## src/rtl/miriscv_pkg.sv

```systemverilog
// Shared constants and types for the miriscv fetch path.
package miriscv_pkg;

  localparam logic [31:0] RESET_PC_DEFAULT = 32'h0000_0000;
  localparam logic [31:0] NOP_INSTR        = 32'h0000_0013;

  typedef struct packed {
    logic [31:0] instr;
    logic [31:0] pc;
  } fetch_entry_t;

endpackage

```

## src/rtl/miriscv_fetch_fifo.sv

```systemverilog
// Registered instruction FIFO with push/pop/flush and full/empty status.
module miriscv_fetch_fifo #(
  parameter int unsigned DEPTH = 2,
  parameter int unsigned WIDTH = 64
) (
  input  logic                       clk_i,
  input  logic                       rst_i,
  input  logic                       flush_i,
  input  logic                       push_i,
  input  logic [WIDTH-1:0]           data_i,
  input  logic                       pop_i,
  output logic [WIDTH-1:0]           data_o,
  output logic                       full_o,
  output logic                       empty_o,
  output logic [$clog2(DEPTH):0]     count_o
);

  localparam int unsigned PTR_W = $clog2(DEPTH);
  localparam int unsigned CNT_W = PTR_W + 1;

  logic [WIDTH-1:0] mem_q [DEPTH];
  logic [PTR_W-1:0] wr_ptr_q, wr_ptr_d;
  logic [PTR_W-1:0] rd_ptr_q, rd_ptr_d;
  logic [CNT_W-1:0] count_q, count_d;
  logic             do_push, do_pop;

  assign full_o  = (count_q == CNT_W'(DEPTH));
  assign empty_o = (count_q == '0);
  assign count_o = count_q;
  assign data_o  = mem_q[rd_ptr_q];

  assign do_push = push_i && !full_o;
  assign do_pop  = pop_i && !empty_o;

  // DEPTH is a power of two, so pointer overflow is the modulo-DEPTH wrap.
  always_comb begin
    wr_ptr_d = wr_ptr_q;
    rd_ptr_d = rd_ptr_q;
    count_d  = count_q;
    if (flush_i) begin
      wr_ptr_d = '0;
      rd_ptr_d = '0;
      count_d  = '0;
    end else begin
      if (do_push) wr_ptr_d = wr_ptr_q + PTR_W'(1);
      if (do_pop)  rd_ptr_d = rd_ptr_q + PTR_W'(1);
      count_d = count_q + CNT_W'(do_push) - CNT_W'(do_pop);
    end
  end

  always_ff @(posedge clk_i) begin
    if (rst_i) begin
      wr_ptr_q <= '0;
      rd_ptr_q <= '0;
      count_q  <= '0;
    end else begin
      wr_ptr_q <= wr_ptr_d;
      rd_ptr_q <= rd_ptr_d;
      count_q  <= count_d;
    end
  end

  always_ff @(posedge clk_i) begin
    if (do_push && !flush_i) mem_q[wr_ptr_q] <= data_i;
  end

endmodule

```

## src/rtl/miriscv_fetch_unit.sv

```systemverilog
// Instruction fetch: issues word requests, buffers in-order responses, and
// discards responses made stale by a redirect.
module miriscv_fetch_unit
  import miriscv_pkg::*;
#(
  parameter logic [31:0] RESET_PC  = RESET_PC_DEFAULT,
  parameter int unsigned BUF_DEPTH = 2
) (
  input  logic        clk_i,
  input  logic        rst_i,
  output logic        instr_req_o,
  input  logic        instr_gnt_i,
  output logic [31:0] instr_addr_o,
  input  logic        instr_rvalid_i,
  input  logic [31:0] instr_rdata_i,
  input  logic        cu_redirect_i,
  input  logic [31:0] cu_redirect_pc_i,
  input  logic        decode_stall_i,
  output logic        fetch_valid_o,
  output logic [31:0] fetch_instr_o,
  output logic [31:0] fetch_pc_o
);

  localparam int unsigned    CNT_W      = $clog2(BUF_DEPTH) + 1;
  localparam logic [31:0]    PC_ALIGNED = {RESET_PC[31:2], 2'b00};
  localparam logic [CNT_W:0] DEPTH_OCC  = (CNT_W + 1)'(BUF_DEPTH);

  logic [31:0]      req_pc_q, req_pc_d;
  logic [31:0]      resp_pc_q, resp_pc_d;
  logic [CNT_W-1:0] outst_q, outst_d;
  logic [CNT_W-1:0] disc_q, disc_d;

  logic             fifo_full, fifo_empty;
  logic [CNT_W-1:0] fifo_count;
  fetch_entry_t     push_entry, head_entry;
  logic [31:0]      redirect_pc;
  logic             unused_redirect_lsbs;

  logic             rvalid_acc, gnt_acc, pop, push, discarding;
  logic [CNT_W:0]   occ;

  assign redirect_pc          = {cu_redirect_pc_i[31:2], 2'b00};
  assign unused_redirect_lsbs = ^cu_redirect_pc_i[1:0];

  // A response with nothing outstanding belongs to a request killed by reset.
  assign rvalid_acc = instr_rvalid_i && (outst_q != '0);
  assign discarding = (disc_q != '0);
  assign pop        = !fifo_empty && !decode_stall_i;

  // Crediting this cycle's pop keeps a 1-cycle memory streaming at full rate.
  assign occ         = {1'b0, outst_q} + {1'b0, fifo_count} - {{CNT_W{1'b0}}, pop};
  assign instr_req_o = !rst_i && !cu_redirect_i && (occ < DEPTH_OCC);
  assign instr_addr_o = req_pc_q;
  assign gnt_acc     = instr_req_o && instr_gnt_i;
  assign push        = rvalid_acc && !discarding && !cu_redirect_i && !fifo_full;

  assign push_entry = '{instr: instr_rdata_i, pc: resp_pc_q};

  always_comb begin
    req_pc_d  = req_pc_q;
    resp_pc_d = resp_pc_q;
    disc_d    = disc_q;
    outst_d   = outst_q + CNT_W'(gnt_acc) - CNT_W'(rvalid_acc);
    if (cu_redirect_i) begin
      req_pc_d  = redirect_pc;
      resp_pc_d = redirect_pc;
      disc_d    = outst_q - CNT_W'(rvalid_acc);
    end else begin
      if (gnt_acc)                  req_pc_d  = req_pc_q + 32'd4;
      if (push)                     resp_pc_d = resp_pc_q + 32'd4;
      if (rvalid_acc && discarding) disc_d    = disc_q - CNT_W'(1);
    end
  end

  always_ff @(posedge clk_i) begin
    if (rst_i) begin
      req_pc_q  <= PC_ALIGNED;
      resp_pc_q <= PC_ALIGNED;
      outst_q   <= '0;
      disc_q    <= '0;
    end else begin
      req_pc_q  <= req_pc_d;
      resp_pc_q <= resp_pc_d;
      outst_q   <= outst_d;
      disc_q    <= disc_d;
    end
  end

  miriscv_fetch_fifo #(
    .DEPTH (BUF_DEPTH),
    .WIDTH ($bits(fetch_entry_t))
  ) u_fifo (
    .clk_i   (clk_i),
    .rst_i   (rst_i),
    .flush_i (cu_redirect_i),
    .push_i  (push),
    .data_i  (push_entry),
    .pop_i   (pop),
    .data_o  (head_entry),
    .full_o  (fifo_full),
    .empty_o (fifo_empty),
    .count_o (fifo_count)
  );

  assign fetch_valid_o = !fifo_empty;
  assign fetch_instr_o = fifo_empty ? NOP_INSTR : head_entry.instr;
  assign fetch_pc_o    = fifo_empty ? RESET_PC  : head_entry.pc;

endmodule

```

## config.mk

```make
export PLATFORM = sky130hd
export DESIGN_NAME = miriscv_fetch_unit
export DESIGN_NICKNAME = d
export VERILOG_FILES = /design/src/rtl/miriscv_pkg.sv /design/src/rtl/miriscv_fetch_fifo.sv /design/src/rtl/miriscv_fetch_unit.sv
export SDC_FILE = /design/constraint.sdc
export NUM_CORES = 1
export LEC_CHECK = 0
export BUFFER_PORTS_ARGS = -buffer_cell sky130_fd_sc_hd__buf_4
export CORE_MARGIN = 2
export CORE_UTILIZATION = 40
export DETAILED_ROUTE_END_ITERATION = 16
export PLACE_DENSITY = 0.58
export SLEW_MARGIN = 10
export SYNTH_ARGS = -nofsm -noshare
export SYNTH_HDL_FRONTEND = slang
export SYNTH_HIERARCHICAL = 1
export SYNTH_SLANG_ARGS = --single-unit
```

## constraint.sdc

```tcl
create_clock -name clk_i -period 15.2 [get_ports clk_i]
set_input_delay 3.04 -clock clk_i [delete_from_list [all_inputs] [get_ports clk_i]]
set_output_delay 3.04 -clock clk_i [all_outputs]
set_load 0.05 [all_outputs]
```

# After elaboration in Yosys (flattened, before gate mapping)
# Memory sizes are Yosys's and may differ from the RTL's. A register that Yosys moved wholly into a read port is not among the register bits.
# Cells that the tools add are included.
[totals] reg_bits=72 mem_bits_rw=128 inputBits=70 memories=1
[memory_table] name="u_fifo.mem_q" words=2 word_bits=64 read_ports=1 rd_ports_with_merged_regs=1 wr=1 line="miriscv_fetch_fifo.sv:21" source="logic [WIDTH-1:0] mem_q [DEPTH];"
[classes] addsub=12 order_cmp=1 eq_ne=1 n_mux=12 n_reduce_logical=25
[op_table] operator="$mux W32" count=6
[op_table] operator="$add A32 B3 Y32 const B" count=2
[op_table] operator="$logic_and A1 B1 Y1" count=12
[op_table] operator="$reduce_bool A2 Y1" count=5
[op_table] operator="$logic_not A1 Y1" count=6
[op_table] operator="$sub A2 B1 Y2" count=3
[op_table] operator="$add A2 B1 Y2" count=2
[op_table] operator="$mux W1" count=4
[op_table] operator="$mux W2" count=2
[op_table] operator="$add A2 B2 Y3" count=1
[op_table] operator="$lt A3 B2 Y1 const B" count=1
[op_table] operator="$sub A3 B1 Y3" count=1
[op_table] operator="$add A1 B1 Y1 const B" count=2
[op_table] operator="$eq A2 B2 Y1 const B" count=1
[op_table] operator="$logic_not A2 Y1" count=1
[op_table] operator="$reduce_or A2 Y1" count=1
[op_table] operator="$sub A2 B1 Y2 const B" count=1

# Longest topological paths before layout
# Gate-level depths: netlist (run 1).
[logic_depth] depth_word=9 depth_mapped=15 mapped_depth_nobuf=13

# Cells and area by module
# Netlist (run 1), hierarchy kept.
[modules_own_cells] mod="miriscv_fetch_fifo" n_inst=1 cells_each=224 area_each_um2=5175.0 seq_area_each_um2=3943.8
[modules_own_cells] mod="miriscv_fetch_unit" n_inst=1 cells_each=541 area_each_um2=4279.1 seq_area_each_um2=1281.2

# Worst setup path before layout (run 1)
# Ideal clock, no wire load.
[synth_timing] path_type="input port to flip-flop" startpoint="input cu_redirect_i" endpoint="memory u_fifo.mem_q[1][0] (enable)" t_arrival_ns=8.591 setup_slack_ns=6.030 path_stages=6 path_buffers=1 cell_sequence="clkbuf_1 -> nor3b_1 -> nand2_1 -> inv_2 -> nand2b_4 -> nor3b_1"
[synth_via] elab_chain_cells=7
[synth_rtl] item="start, declared" line="miriscv_fetch_unit.sv:16" source="input logic cu_redirect_i,"
[synth_rtl] item="$logic_not A1 Y1" line="miriscv_fetch_unit.sv:55" source="assign push = rvalid_acc && !discarding && !cu_redirect_i && !fifo_full;"
[synth_rtl] item="$logic_and A1 B1 Y1 (2 in series)" line="miriscv_fetch_unit.sv:55"
[synth_rtl] item="named net push" line="miriscv_fetch_unit.sv:39" source="logic rvalid_acc, gnt_acc, pop, push, discarding;"
[synth_rtl] item="$logic_and A1 B1 Y1" line="miriscv_fetch_fifo.sv:32" source="assign do_push = push_i && !full_o;"
[synth_rtl] item="$logic_and A1 B1 Y1" line="miriscv_fetch_fifo.sv:64" source="if (do_push && !flush_i) mem_q[wr_ptr_q] <= data_i;"
[synth_rtl] item="$mux W1" line="miriscv_fetch_fifo.sv:64"
[synth_rtl] item="$mux W1 (not written as such)" line="miriscv_fetch_fifo.sv:64"
[synth_rtl] item="end, declared" line="miriscv_fetch_fifo.sv:21"
# The timed path passes the listed nets, and every way through them passes these cells.

# Final worst setup path (run 1)
[layout_timing] startpoint="input decode_stall_i" endpoint="output instr_req_o"
[layout_via] elab_chain_cells=5
[layout_rtl] item="start, declared" line="miriscv_fetch_unit.sv:18" source="input logic decode_stall_i,"
[layout_rtl] item="$logic_not A1 Y1" line="miriscv_fetch_unit.sv:48" source="assign pop = !fifo_empty && !decode_stall_i;"
[layout_rtl] item="$logic_and A1 B1 Y1" line="miriscv_fetch_unit.sv:48"
[layout_rtl] item="named net pop" line="miriscv_fetch_unit.sv:39"
[layout_rtl] item="$sub A3 B1 Y3" line="miriscv_fetch_unit.sv:51" source="assign occ = {1'b0, outst_q} + {1'b0, fifo_count} - {{CNT_W{1'b0}}, pop};"
[layout_rtl] item="$lt A3 B2 Y1" line="miriscv_fetch_unit.sv:52" source="assign instr_req_o = !rst_i && !cu_redirect_i && (occ < DEPTH_OCC);"
[layout_rtl] item="$logic_and A1 B1 Y1" line="miriscv_fetch_unit.sv:52"
[layout_rtl] item="end, declared" line="miriscv_fetch_unit.sv:11" source="output logic instr_req_o,"
# The timed path passes the listed nets, and every way through them passes these cells.

==> results.rst, run 1 <==
.. list-table::
   :header-rows: 1

   * - Metric
     - Value
   * - Outcome
     - completed
   * - Clk pin slew, worst setup/hold paths
     - around 70 ps
   * - Total power per unit cell area
     - ~110 nW/um^2
   * - Number of hold-slack violations in the final timing report
     - 0
   * - Worst Path Class, Setup
     - in2out
   * - Detailed Route Iter0 Violations
     - about 340
   * - Number of H-tree levels
     - 4
   * - Global route total overflow
     - 0
   * - Number of design rule violations left after detail routing
     - 0
   * - Min-Delay Path Class
     - reg2reg
   * - Fraction of registers with async set or reset after synthesis
     - 0%
   * - Drt first pass iters
     - 5
   * - Layout net count
     - 1,000
   * - Final GP Congestion
     - 0.857
   * - Die Height
     - roughly 160 um
   * - Data required, critical path
     - approximately 12,000 ps
   * - Initial Util
     - between 40% and 50%
   * - Global Route Usage Sum
     - around 16%
   * - Final slew viol count
     - 0
   * - Sequential fraction of design power
     - between 40% and 50%
   * - Later-pin clock latency in the skew report
     - 430 ps
   * - Proportion of synthesized chip area in sequential cells
     - a little under three fifths
   * - Clock tree from TritonCTS
     - built
   * - Synthesis-to-layout area growth
     - 21.2%
   * - Fillcell total
     - between 2,000 and 2,500
   * - Maximum number of pins on one net before global-route repair
     - slightly below 70
   * - Hold slack
     - between 500 and 600 ps
   * - Fraction of synthesized cell area taken by the top area cell type
     - 40.7%
   * - Die Outline Area
     - roughly 25,000 um^2
   * - Width of the chip
     - between 150 and 200 um
   * - Post-CTS setup repair buffer count
     - 0
   * - Maximum net fanout on the critical path
     - 5
   * - Antenna-violating nets left
     - 0
   * - Data arrival time of the critical path
     - a little over 5000 ps
   * - Post-detailed-routing wire length
     - between 20,000 and 25,000 um
   * - Diodes inserted
     - 0
   * - Post-synth top flop
     - sky130_fd_sc_hd__edfxtp_1
   * - Psw
     - about 0.35 mW
   * - Top cells by area in the synthesized netlist
     - sky130_fd_sc_hd__edfxtp_1, sky130_fd_sc_hd__dfxtp_1, sky130_fd_sc_hd__mux2_4, sky130_fd_sc_hd__nor2b_1, sky130_fd_sc_hd__xnor2_1
   * - Synth Area per Inst
     - approximately 12 um^2
   * - Total power
     - between 1 and 1.5 mW
   * - Count of boundary I/O pins
     - approximately 170
   * - Achievable frequency
     - between 0.1 and 0.15 GHz
   * - Yosys warning total
     - 6
   * - Placeable core region
     - ~23,000 um^2
   * - Busiest layer in global routing
     - met1
   * - Met2 routing resource usage after global routing
     - between 20% and 30%
   * - Number of global-route vias before repair
     - 5,815
   * - Root buffer cell
     - sky130_fd_sc_hd__clkbuf_16
   * - Switching power share of the total
     - ~28%
   * - Combinational cell fraction of total power
     - 15.2%
   * - Final count of negative-setup-slack endpoints
     - 0
   * - Detail-routed net length per standard cell
     - between 15 and 20 um
   * - Netlist area before placement
     - about 9500 um^2
   * - Cts bufs inserted
     - 17
   * - CP endpoint kind
     - output pin
   * - Hpwl dp
     - ~14,000 um
   * - Accumulated negative setup slack
     - 0 ps
   * - Final clock period utilization by the worst path
     - a little over half
   * - Pint
     - 0.900 mW
   * - Peak supply drop
     - roughly 65 uV
   * - Cell variety after synth
     - 67
   * - Final period demand of the worst path
     - 8200 ps
   * - Library cell occupying the most area in the post-synthesis netlist
     - sky130_fd_sc_hd__edfxtp_1
   * - Minimum setup slack among reg-to-reg paths
     - 11,030 ps
   * - Post-synthesis sequential element count
     - 197
   * - Grt met3 use
     - ~3.4%
   * - Synth Instances
     - 765
   * - Antenna violations before repair
     - 0
   * - Layout cell share with drive strength beyond 1
     - a little under a third
   * - RSZ-0062 raised after global routing
     - no
   * - Via density
     - about 5.0
   * - Global-route wire length before repair
     - approximately 32,000 um
   * - Total via count after detailed routing
     - approximately 6,300
   * - Number of flops mapped to enable cells by yosys
     - between 100 and 150
   * - Proportion of power drawn by the clock network
     - a little over a third
   * - Sinks on the clock net
     - about 200
   * - Number of cell rows
     - 56
   * - Layout Skew
     - around 14 ps
   * - Hold Path Depth
     - 0
   * - Measured slew at the worst slew-check pin
     - between 1000 and 1500 ps
   * - Cts hold-fix bufs
     - 0
   * - Rel. slew slack
     - around a third
   * - Count of maximum capacitance violations
     - 0
   * - Resize count post-CTS
     - 0
   * - CTS Buffer Depth
     - 2
   * - Leakage
     - between 4 and 5 nW
   * - Leading cell type by number of instances after synthesis
     - sky130_fd_sc_hd__edfxtp_1
   * - PortBufs
     - roughly 160
   * - Kind of start point of the critical path
     - input pin
   * - Leading cell types by count after synthesis
     - sky130_fd_sc_hd__edfxtp_1, sky130_fd_sc_hd__dfxtp_1, sky130_fd_sc_hd__nor2b_1
   * - Count of cells along the worst register-to-register path
     - 11
   * - GR met1 Demand/Resource
     - between 20% and 30%
state kept, by name, summed over array words and instances, names as in the netlist, named ones only:
| name | flops |
|---|---|
| disc_q | 2 |
| instr_addr_o | 30 |
| outst_q | 2 |
| resp_pc_q | 30 |
| u_fifo/count_o | 2 |
| u_fifo/mem_q | 128 |
| u_fifo/rd_ptr_q | 1 |
| u_fifo/wr_ptr_q | 1 |
layout by cell type (no fill, tap or decap), drive strengths merged, types with 5 or more instances in the layout:
master	n
buf	169
edfxtp	128
dfxtp	69
mux2	64
nor2b	63
inv	41
nand2	36
a21oi	34
xnor2	28
nand3	26
nor2	25
nor3	22
xor2	19
clkbuf	18
nand4	17
a21boi	16
nor4	15
a31oi	13
ha	10
and3	9
and2	9
o21ai	8
a211oi	7
or3	7
o22ai	6
conb	6
and4	5
o21bai	5
mux2i	5
o211ai	5
metal layers:
layer | up-vias | wire length (um)
li1 | 3095 | -
met1 | 2956 | 10300
met2 | 208 | 9050
met3 | 12 | 1210
met4 | 0 | 191
met5 | - | 0
metrics by stage:
| stage | cell area (um^2) | setup slack (ps) | instances | util, % |
|---|---|---|---|---|
| CTS | 11500 | 6950 | 1251 | 49.1 |
| finish | 11500 | 7000 | 1251 | 49.1 |
| global placement | 10900 | 6940 | 1219 | 46.7 |
| detailed placement | 10900 | 6970 | 1219 | 46.7 |
| floorplan | 9470 | 6030 | 770 | - |
| global route | 11500 | 6810 | 1251 | 49.1 |
final timing paths:
path | from | endpoint
worst max register to register | u_fifo/count_o[0] | instr_addr_o[27]
worst max-delay path | decode_stall_i | instr_req_o
worst min register to register | resp_pc_q[29] | u_fifo/mem_q[1][29]
worst min-delay path | resp_pc_q[29] | u_fifo/mem_q[1][29]
cells by family after synthesis:
logic type	after synthesis	share of synthesized area, %
adders and majority gates	11	1.54
xor gates and xnor gates	47	4.35
muxes	69	10.5
buffers and inverters	72	4.22
and+or+nand+nor	259	16.6
DFF	197	55.3
AOI/OAI and AO/OA	109	7.40
other	1	0.0397
final cells by class:
cell class,count,area [um^2],area share [%]
Clock buffer,18,429,3.75
Clock inverter,14,140,1.22
Inverter,33,124,1.08
Multi-Input combinational cell,501,3870,33.7
Sequential cell,197,5230,45.6
Tap cell,319,399,3.48
Timing Repair Buffer,169,1270,11.1
power groups by stage:
stage / clock network [mW] / logic, mW / registers, mW
finish: 0.438 / 0.190 / 0.620
CTS: 0.451 / 0.192 / 0.620
global route: 0.470 / 0.207 / 0.624
detailed placement: 0 / 0.191 / 0.632
floorplan: 0 / 0.114 / 0.646
global placement: 0 / 0.190 / 0.631
worst max-delay path, cell delays in order:
cell                       delay [ps]
sky130_fd_sc_hd__buf_4            110
sky130_fd_sc_hd__nor2_1           230
sky130_fd_sc_hd__ha_1             280
sky130_fd_sc_hd__nand2b_1         150
sky130_fd_sc_hd__fa_1             410
sky130_fd_sc_hd__xnor2_1          570
sky130_fd_sc_hd__nor4b_1          130
sky130_fd_sc_hd__buf_4            230
Power figures use the tool's default switching activity.
==> inputs of run 2 (changes only) <==
--- a/config.mk
+++ b/config.mk
@@ -9,7 +9,7 @@
 export CORE_MARGIN = 2
 export CORE_UTILIZATION = 40
 export DETAILED_ROUTE_END_ITERATION = 16
-export PLACE_DENSITY = 0.58
+export PLACE_DENSITY = 0.61
 export SLEW_MARGIN = 10
 export SYNTH_ARGS = -nofsm -noshare
 export SYNTH_HDL_FRONTEND = slang
==> constraint.sdc (replaced) <==
create_clock -name clk_i -period 7.3 [get_ports clk_i]
set_input_delay 1.46 -clock clk_i [delete_from_list [all_inputs] [get_ports clk_i]]
set_output_delay 1.46 -clock clk_i [all_outputs]
set_load 0.05 [all_outputs]
==> run 2 against run 1 <==
Wire length up 1.6%. Hold slack better by 2.8 ps. Via count up 0.11%. Cell count unchanged. Clock skew about the same. First-iteration DRC count up 6.1%. Count of clock-buffer cells in the layout up 4. Utilization up 0.35 points. Clock power up 130%. Sequential share of layout area down 0.32 points. Global-route usage up 0.48 points. Power up 120%. Largest power group unchanged.
==> results.rst, run 2 (synthesized netlist as in run 1, its figures left out) <==
.. list-table::
   :header-rows: 1

   * - Metric
     - Value
   * - Measured slew at the worst slew-check pin
     - 1040 ps (+31.9 ps)
   * - Pint
     - 2.00 mW (+120%)
   * - Placeable core region
     - 23,300 um^2 (unchanged)
   * - Kind of start point of the critical path
     - input pin
   * - Most used cells in the layout excluding fill and tap cells
     - sky130_fd_sc_hd__buf_4, sky130_fd_sc_hd__edfxtp_1, sky130_fd_sc_hd__dfxtp_1
   * - Number of H-tree levels
     - 4 (unchanged)
   * - Peak supply drop
     - 150 uV (+130%)
   * - Final Instance Area
     - 11,500 um^2 (+0.71%)
   * - Root buffer cell
     - sky130_fd_sc_hd__clkbuf_16
   * - Hpwl dp
     - 14,100 um (+1.5%)
   * - Synthesis-to-layout area growth
     - 22.0%
   * - Core Util, Final
     - 49.4% (+0.35 points)
   * - Maximum net fanout on the critical path
     - 5 (unchanged)
   * - Rel. slew slack
     - 30.3% (-2.1 points)
   * - Die Outline Area
     - 24,900 um^2 (unchanged)
   * - Final slew viol count
     - 0 (unchanged)
   * - Count of boundary I/O pins
     - 168 (unchanged)
   * - Drt first pass iters
     - 4 (-1)
   * - Global Route Usage Sum
     - 16.9% (+0.48 points)
   * - Achievable frequency
     - approximately 0.2 GHz
   * - Detailed Route Iter0 Violations
     - 365 (+6.1%)
   * - Fillcell total
     - 2,118 (-0.56%)
   * - Sequential fraction of design power
     - 47.9% (-1.8 points)
   * - Worst Path Class, Setup
     - in2out
   * - Final period demand of the worst path
     - 5150 ps
   * - Sinks on the clock net
     - 197 (unchanged)
   * - Number of hold-slack violations in the final timing report
     - 0 (unchanged)
   * - Cts hold-fix bufs
     - 0 (unchanged)
   * - Leading cell type in the layout, fill and taps excluded
     - sky130_fd_sc_hd__buf_4
   * - Post-detailed-routing wire length
     - 21,100 um (+1.6%)
   * - CTS Buffer Depth
     - 2 (unchanged)
   * - Outcome
     - completed
   * - PortBufs
     - 163 (unchanged)
   * - Final clock period utilization by the worst path
     - 70.5%
   * - Multi-input logic area
     - 3870 um^2 (+0.16%)
   * - Width of the chip
     - 158 um (unchanged)
   * - Resize count post-CTS
     - 0 (unchanged)
   * - Clk pin slew, worst setup/hold paths
     - 70 ps (about the same)
   * - Register ranked first by flip-flop count
     - u_fifo/mem_q
   * - Number of cell rows
     - 56 (unchanged)
   * - Final GP Congestion
     - 0.846 (-1.4%)
   * - Proportion of power drawn by the clock network
     - 37.4% (+2.3 points)
   * - Min-Delay Path Class
     - reg2reg
   * - Antenna violations before repair
     - 0 (unchanged)
   * - Total power
     - 2.70 mW (+120%)
   * - Psw
     - 0.704 mW (+100%)
   * - Count of maximum capacitance violations
     - 0 (unchanged)
   * - Layout cell share with drive strength beyond 1
     - 30.7% (-0.32 points)
   * - Die Height
     - 158 um (unchanged)
   * - Via density
     - 5.02 (+0.11%)
   * - Post-detailed-placement cell area
     - 10,900 um^2 (about the same)
   * - Post-CTS setup repair buffer count
     - 0 (unchanged)
   * - Accumulated negative setup slack
     - 0 ps (unchanged)
   * - Clock tree from TritonCTS
     - built
   * - Flip-flop count of the largest register, all copies and words added
     - 128 (unchanged)
   * - Diodes inserted
     - 0 (unchanged)
   * - Total via count after detailed routing
     - 6,278 (+0.11%)
   * - Cts bufs inserted
     - 17 (unchanged)
   * - Maximum number of pins on one net before global-route repair
     - 68 (unchanged)
   * - Biggest cell delay along the critical path
     - 470 ps (-100 ps)
   * - Initial Util
     - 40.5% (unchanged)
   * - Leakage
     - 4.31 nW (+1.2%)
   * - Detail-routed net length per standard cell
     - 16.8 um (+1.6%)
   * - Critical path's most frequent cell
     - sky130_fd_sc_hd__buf_4
   * - RSZ-0062 raised after global routing
     - no
   * - Antenna-violating nets left
     - 0 (unchanged)
   * - PnR worst setup slack
     - 2150 ps (-4850 ps)
   * - Worst setup slack after placement
     - 2140 ps (-4820 ps)
   * - Number of design rule violations left after detail routing
     - 0 (unchanged)
   * - Total power per unit cell area
     - 234 nW/um^2 (+110%)
   * - Cell-by-cell listing of the critical path
     - buf_4 -> nor2_1 -> ha_1 -> nand2b_1 -> fa_1 -> xnor2_1 -> nor4b_1 -> buf_4
   * - Later-pin clock latency in the skew report
     - 430 ps (about the same)
   * - Layout Skew
     - 13.6 ps (+0.0176 ps)
   * - Footprint of the flip-flops and latches
     - 5230 um^2 (unchanged)
   * - Combinational cell fraction of total power
     - 14.7% (-0.5 points)
   * - Global route total overflow
     - 0 (unchanged)
   * - Number of global-route vias before repair
     - 6,032 (+3.7%)
   * - Final count of negative-setup-slack endpoints
     - 0 (unchanged)
   * - Data arrival time of the critical path
     - 3690 ps (-1470 ps)
   * - Cell type of the slowest stage on the worst timing path
     - sky130_fd_sc_hd__nor4b_1
   * - Data required, critical path
     - 5840 ps (-6320 ps)
   * - Layout net count
     - 1,000 (unchanged)
   * - CP endpoint kind
     - output pin
   * - Global-route wire length before repair
     - 32,400 um (+2.5%)
   * - Switching power share of the total
     - 26.1% (-1.8 points)
run 2: cell types whose count changed in the layout (fill, tap and decap cells not counted):
cell                         change
sky130_fd_sc_hd__clkinv_1        +2
sky130_fd_sc_hd__clkbuf_16       +3
sky130_fd_sc_hd__clkbuf_1        +1
sky130_fd_sc_hd__inv_8           -2
sky130_fd_sc_hd__clkinv_4        +1
sky130_fd_sc_hd__clkinvlp_4      -3
sky130_fd_sc_hd__bufinv_16       +2
sky130_fd_sc_hd__inv_6           -4
sky130_fd_sc_hd__nor3b_2         -1
sky130_fd_sc_hd__nor3b_4         +1
run 2: metrics by stage:
stage	hold WS (ps)	std cells
floorplan	455	770
global placement	492	1219
detailed placement	504	1219
CTS	511	1251
global route	529	1251
finish	513	1251
run 2: worst paths after layout:
check	start	end	slack, ps	depth (start not counted)
setup / recovery	decode_stall_i	instr_req_o	2150	8
hold / removal	u_fifo/wr_ptr_q	u_fifo/wr_ptr_q	510	2
setup reg to reg	u_fifo/count_o[1]	instr_addr_o[27]	3180	11
hold reg to reg	u_fifo/wr_ptr_q	u_fifo/wr_ptr_q	510	2
run 2: area by class of cell:
| class | instances | share of cell area (%) |
|---|---|---|
| Sequential cell | 197 | 45.3 |
| Tap cell | 319 | 3.46 |
| Timing Repair Buffer | 169 | 11.0 |
| Multi-Input combinational cell | 501 | 33.6 |
| Clock inverter | 10 | 1.18 |
| Clock buffer | 22 | 4.40 |
| Inverter | 33 | 1.07 |
run 2: worst max-delay path: cells and delay by family:
family / cells / cell delay [ps]
and+or+nand+nor: 3 / 870
adders and majority gates: 2 / 690
buffers and inverters: 2 / 400
xor gates and xnor gates: 1 / 270
run 2: metal layers:
metal / vias up / wire (um) / track usage [%]
met5: - / 0 / 0
met4: 0 / 191 / 4.07
met3: 13 / 1460 / 4.13
met2: 209 / 9310 / 25.8
met1: 2972 / 10100 / 24.1
li1: 3084 / - / -
run 2: power by group through the flow:
stage               Sequential [mW]  Combinational [mW]  Clock, mW
floorplan                      1.35               0.238          0
CTS                            1.29               0.399       1.03
finish                         1.29               0.396       1.01
detailed placement             1.32               0.398          0
global route                   1.30               0.431       1.08
global placement               1.31               0.392          0
